===== config.mk =====
export PLATFORM = sky130hd
export DESIGN_NAME = pdl_eval_ctrl
export DESIGN_NICKNAME = d
export VERILOG_FILES = /design/src/rtl/pdl_puf_pkg.sv /design/src/rtl/pdl_sync2.sv /design/src/rtl/pdl_eval_ctrl.sv
export SDC_FILE = /design/constraint.sdc
export NUM_CORES = 1
export LEC_CHECK = 0
export ABC_AREA = 1
export CAP_MARGIN = 25
export CORE_ASPECT_RATIO = 0.8
export CORE_MARGIN = 1.5
export CORE_UTILIZATION = 45
export CTS_CLUSTER_DIAMETER = 50
export DETAILED_ROUTE_END_ITERATION = 10
export HOLD_SLACK_MARGIN = 0.05
export PLACE_DENSITY_LB_ADDON = 0.2
export SYNTH_ARGS = -nofsm -noshare
export SYNTH_HDL_FRONTEND = slang
export SYNTH_HIERARCHICAL = 1
export SYNTH_SLANG_ARGS = --single-unit
export TNS_END_PERCENT = 5

===== constraint.sdc =====
create_clock -name clk -period 2.85 [get_ports clk]
set_input_delay 0.57 -clock clk [delete_from_list [all_inputs] [get_ports clk]]
set_output_delay 0.57 -clock clk [all_outputs]
set_load 0.03 [all_outputs]

===== src/rtl/pdl_puf_pkg.sv =====
// Shared constants and evaluation-FSM state encoding for the PDL arbiter PUF.
// The chain/arbiter top imports the same defaults so both ends agree on sizing.
package pdl_puf_pkg;

    localparam int DEF_N_STAGES      = 64;
    localparam int DEF_SETTLE_CYCLES = 8;
    localparam int DEF_N_EVAL        = 15;

    typedef enum logic [2:0] {
        ST_IDLE = 3'd0,
        ST_LOAD = 3'd1,
        ST_RISE = 3'd2,
        ST_FALL = 3'd3,
        ST_DONE = 3'd4
    } eval_state_e;

endpackage


===== src/rtl/pdl_sync2.sv =====
// Two-flop synchronizer for the arbiter decision, which is asynchronous to clk.
// Hierarchy is kept so the flop pair stays adjacent and is never retimed or merged.
(* keep_hierarchy = "yes" *)
module pdl_sync2 (
    input  logic clk,
    input  logic rst_n,
    input  logic d,
    output logic q
);

    logic meta_q;
    logic sync_q;

    always_ff @(posedge clk or negedge rst_n) begin
        if (!rst_n) begin
            meta_q <= 1'b0;
            sync_q <= 1'b0;
        end else begin
            meta_q <= d;
            sync_q <= meta_q;
        end
    end

    assign q = sync_q;

endmodule


===== src/rtl/pdl_eval_ctrl.sv =====
// PDL arbiter PUF evaluation controller: latches a challenge, runs N_EVAL
// launch/discharge races through the chain and majority-votes the arbiter bit.
module pdl_eval_ctrl
    import pdl_puf_pkg::*;
#(
    parameter int N_STAGES      = DEF_N_STAGES,
    parameter int SETTLE_CYCLES = DEF_SETTLE_CYCLES,
    parameter int N_EVAL        = DEF_N_EVAL
) (
    input  logic                        clk,
    input  logic                        rst_n,
    input  logic                        start,
    input  logic [N_STAGES-1:0]         chal_top,
    input  logic [N_STAGES-1:0]         chal_btm,
    output logic [N_STAGES-1:0]         sel_tp,
    output logic [N_STAGES-1:0]         sel_btm,
    output logic                        launch,
    input  logic                        arb_out,
    output logic                        busy,
    output logic                        resp_valid,
    input  logic                        resp_ready,
    output logic                        response,
    output logic [$clog2(N_EVAL+1)-1:0] ones_count,
    output logic                        stable
);

    localparam int ONES_W = $clog2(N_EVAL + 1);
    localparam int RACE_W = (N_EVAL > 1) ? $clog2(N_EVAL) : 1;
    localparam int CNT_W  = $clog2(SETTLE_CYCLES);

    localparam logic [CNT_W-1:0]  CNT_LAST  = CNT_W'(SETTLE_CYCLES - 1);
    localparam logic [RACE_W-1:0] RACE_LAST = RACE_W'(N_EVAL - 1);
    localparam logic [ONES_W-1:0] ONES_HALF = ONES_W'(N_EVAL / 2);
    localparam logic [ONES_W-1:0] ONES_ALL  = ONES_W'(N_EVAL);

    eval_state_e          state_q, state_d;
    logic [CNT_W-1:0]     cnt_q, cnt_d;
    logic [RACE_W-1:0]    race_q, race_d;
    logic [ONES_W-1:0]    ones_q, ones_d;
    logic [N_STAGES-1:0]  sel_tp_q, sel_tp_d;
    logic [N_STAGES-1:0]  sel_btm_q, sel_btm_d;
    logic                 launch_q, launch_d;
    logic                 busy_q, busy_d;
    logic                 valid_q, valid_d;
    logic                 response_q, response_d;
    logic                 stable_q, stable_d;
    logic                 arb_sync;

    pdl_sync2 u_arb_sync (
        .clk   (clk),
        .rst_n (rst_n),
        .d     (arb_out),
        .q     (arb_sync)
    );

    always_comb begin
        // NOTE: every _d starts from its _q so no path leaves a signal unassigned (no latches).
        state_d    = state_q;
        cnt_d      = cnt_q;
        race_d     = race_q;
        ones_d     = ones_q;
        sel_tp_d   = sel_tp_q;
        sel_btm_d  = sel_btm_q;
        launch_d   = launch_q;
        busy_d     = busy_q;
        valid_d    = valid_q;
        response_d = response_q;
        stable_d   = stable_q;

        unique case (state_q)
            ST_IDLE: begin
                // Selects are captured here so they are already driving the chain in LOAD.
                if (start) begin
                    state_d    = ST_LOAD;
                    sel_tp_d   = chal_top;
                    sel_btm_d  = chal_btm;
                    cnt_d      = '0;
                    race_d     = '0;
                    ones_d     = '0;
                    busy_d     = 1'b1;
                    response_d = 1'b0;
                    stable_d   = 1'b0;
                end
            end
            ST_LOAD: begin
                state_d  = ST_RISE;
                launch_d = 1'b1;
            end
            ST_RISE: begin
                if (cnt_q == CNT_LAST) begin
                    state_d  = ST_FALL;
                    cnt_d    = '0;
                    launch_d = 1'b0;
                    ones_d   = ones_q + ONES_W'(arb_sync);
                end else begin
                    cnt_d = cnt_q + CNT_W'(1);
                end
            end
            ST_FALL: begin
                if (cnt_q == CNT_LAST) begin
                    cnt_d = '0;
                    if (race_q == RACE_LAST) begin
                        state_d    = ST_DONE;
                        valid_d    = 1'b1;
                        response_d = (ones_q > ONES_HALF);
                        stable_d   = (ones_q == '0) || (ones_q == ONES_ALL);
                    end else begin
                        state_d  = ST_RISE;
                        race_d   = race_q + RACE_W'(1);
                        launch_d = 1'b1;
                    end
                end else begin
                    cnt_d = cnt_q + CNT_W'(1);
                end
            end
            ST_DONE: begin
                if (resp_ready) begin
                    state_d = ST_IDLE;
                    busy_d  = 1'b0;
                    valid_d = 1'b0;
                end
            end
            default: state_d = ST_IDLE;
        endcase
    end

    // NOTE: state registers use non-blocking assignments so every flop samples pre-edge values.
    always_ff @(posedge clk or negedge rst_n) begin
        if (!rst_n) begin
            state_q    <= ST_IDLE;
            cnt_q      <= '0;
            race_q     <= '0;
            ones_q     <= '0;
            sel_tp_q   <= '0;
            sel_btm_q  <= '0;
            launch_q   <= 1'b0;
            busy_q     <= 1'b0;
            valid_q    <= 1'b0;
            response_q <= 1'b0;
            stable_q   <= 1'b0;
        end else begin
            state_q    <= state_d;
            cnt_q      <= cnt_d;
            race_q     <= race_d;
            ones_q     <= ones_d;
            sel_tp_q   <= sel_tp_d;
            sel_btm_q  <= sel_btm_d;
            launch_q   <= launch_d;
            busy_q     <= busy_d;
            valid_q    <= valid_d;
            response_q <= response_d;
            stable_q   <= stable_d;
        end
    end

    assign sel_tp     = sel_tp_q;
    assign sel_btm    = sel_btm_q;
    assign launch     = launch_q;
    assign busy       = busy_q;
    assign resp_valid = valid_q;
    assign response   = response_q;
    assign ones_count = ones_q;
    assign stable     = stable_q;

endmodule

==> results.yml <==
grt:
  global_route_usage_sum: 0.237
  grt_max_degree: 134
  first_global_vias: 5225
  grt_pass1_wl_um: 26000
  grt_remaining_overflow: 0
  grt_antenna_before_repair: 0
die:
  die_h_um: 106
  initial_cell_density_of_the_core: 0.464
  die-width_um: 132
  floorplan.die_area_mm2: 0.0140
  floorplan.rows: 37
  core-area_mm2: 0.0129
  io_pins: 270
layout:
  n_antenna_cell: 0
  drive_gt1_frac: 0.0436
  synthToLayoutAreaGrowth_pct: 56.8
  layout.area.seq_mm2: 0.00373
  final.fill_count: 988
  layout.nets: 1092
  multiInputGateArea_mm2: 0.00198
timing:
  relSlewSlack: 0.583
  grt_setup_unrepaired: "false"
  fin_ws_ns: 0.680
  worst_slew_pin_slew_ns: 0.625
  fin_skew_ns: 0.00518
  finish_stage_setup_viols: 0
  clock.fmax_mhz: 461
  timing_hold_violations_final: 0
  fin_crit_ns: 2.17
  slew_viol_final: 0
  final.period_utilization: 0.761
  fin_tns_setup_ns: 0
cts:
  clkLatencyLatePin_ns: 0.41
  tritoncts: "yes"
  clock_path_buffers: 2
  path_clk_slew_ns: 0.06
  clock_tree.root_cell: "clkbuf_16"
  tritoncts_num_sinks: 149
  cts_post_setup_buffers_inserted: 0
  cts-buffers-inserted: 17
  ctsHtreeMaxLevel: 4
job:
  drv.max_cap_violation_count: 0
synthesis:
  syn-cell-area_mm2: 0.00599
  ys_warn_count: 6
  share_of_yosys_cell_area_claimed_by_the_top_area_cell_type: 0.623
  synth_enable_flop_cells: 0
  leading_cell_types_by_count_after_synthesis: "nand2_1 (439), dfrtp_1 (149), nand3_1 (19)"
  postSynthNetCount: 826
  synth-seq-cells: 149
  async_reset_ff_frac: 1.00
  synth_top_flop_cell: "dfrtp_1"
  post_synth_inst_count: 686
  synth_top_area_cells: "dfrtp_1 (62%), nand2_1 (28%), buf_6 (2.3%), nand3_1 (1.6%), ha_1 (1.5%)"
  synth-seq-area-share: 0.623
  synth.lib_cells_used.distinct: 20
  yosysMostFrequentCell: "nand2_1"
  synth.largest_area_cell: "dfrtp_1"
  syn-mean-instance-area_um2: 8.73
critical_path:
  timing.critical_path.max_delay_family: "buffers and inverters"
  critical_path_buf_inv_count: 1
  crit_chain: "clkdlybuf4s50_1"
  worstSetupPathType: "register to primary output"
  critical-path-slowest-cell: "clkdlybuf4s50_1"
  cp_max_fo: 6
  delay_contributed_by_the_slowest_stage_of_the_critical_path_ns: 0.72
  critical_path.endpoint_type: "primary output"
  required_ns: 2.28
  critPathArrivalTime_ns: 1.60
  start_kind: "register"
drt:
  antenna_violating_nets_post_route: 0
  wl_per_cell_um: 13.9
  detail_route.vias_per_cell: 4.61
  drt-pass1-iter-count: 4
  wirelength_um: 15900
  vias: 5253
  drt_drc_violations_left: 0
  drt_iter0_markers: 295
placed_design:
  numPortBuffers: 269
  gp_congestion: 0.801
  dp_worst_setup_slack_ns: 0.588
  dpl.hpwl_um: 10900
power_and_ir_drop:
  cellLeakagePower_nw: 4.79
  irDropWorstVdd_mv: 0.384
  power.density_mw_per_mm2: 497
run_status:
  status: "finished clean"
worst_hold_path:
  worst_hold_path_type: "register to register"
## per-layer routing
metal | vias up | part of all wire | global-route usage
li1 | 2618 | - | -
met2 | 189 | 0.47 | 0.382
met1 | 2424 | 0.43 | 0.299
met3 | 22 | 0.082 | 0.0868
met5 | - | 0 | 0
met4 | 0 | 0.013 | 0.0738
## timing repair
action	4_1_cts	5_1_grt
endpoints found under the hold margin	18	0
hold buffers	1	0
resized for setup	0	0
## worst paths after layout
kind                       cells past startpoint                         to  slack [ns]                   startpoint
min                                            0     u_arb_sync/q$_DFF_PN0_        0.36  u_arb_sync/meta_q$_DFF_PN0_
min reg2reg                                    0     u_arb_sync/q$_DFF_PN0_        0.36  u_arb_sync/meta_q$_DFF_PN0_
max in group asynchronous                      3    sel_btm[32]$_DFFE_PN0P_        1.58                        rst_n
max                                            1              ones_count[2]        0.68    ones_count[2]$_DFFE_PN0P_
max reg2reg                                    7  ones_count[1]$_DFFE_PN0P_        0.96       state_q[1]$_DFFE_PN0P_
min in group asynchronous                      2      sel_tp[7]$_DFFE_PN0P_        0.56                        rst_n
## final cells by class
class,instances,area share
multi-input combinational,491,0.211
clock inverter,11,0.0161
timing repair buffer,276,0.298
tap,175,0.0233
clock buffer,20,0.0476
sequential,149,0.397
inverter,17,0.00693
## flip-flops by register name, indices dropped and copies added (netlist names), 3 cells and up
signal and flops:
sel_btm 64, sel_tp 64, ones_count 4, race_q 4
cnt_q 3, state_q 3
## kinds of logic after synthesis
logic type | Yosys count | synth area share
fa+ha+maj | 7 | 0.0146
compound gates | 6 | 0.00543
simple gates | 476 | 0.306
buf+inv | 46 | 0.0479
xor+xnor | 2 | 0.00293
flops | 149 | 0.623
## cells in the final DEF (no fill, tap or decap), types with 2 or more instances in the layout
master	instances
inv_6	2
nand2_1	439
clkinvlp_4	4
clkdlybuf4s50_1	268
nand3_1	19
bufinv_16	3
clkbuf_16	17
nor2_1	10
nor2_2	3
ha_1	7
clkbuf_1	2
o21ai_0	2
clkinv_2	2
nand4_1	3
dfrtp_1	149
buf_12	4
a21oi_1	3
inv_1	15
buf_4	2
## report_power, final
part / switching [mW] / internal, mW
registers: 0.00839 / 2.12
logic: 0.0924 / 0.181
clock network: 0.863 / 1.40
total: 0.964 / 3.70
## stage by stage
stage,hold WS [ns],utilization,power [mW],instance area [um^2],instances
2_1_floorplan,0.274,-,2.20,5990,686
3_3_place_gp,0.334,0.680,2.44,8780,1107
3_5_place_dp,0.341,0.680,2.44,8780,1107
5_1_grt,0.369,0.727,4.83,9390,1139
6_report,0.359,0.727,4.67,9390,1139
4_1_cts,0.363,0.727,4.72,9390,1139
Note: power is estimated with default switching activity, not from simulation.
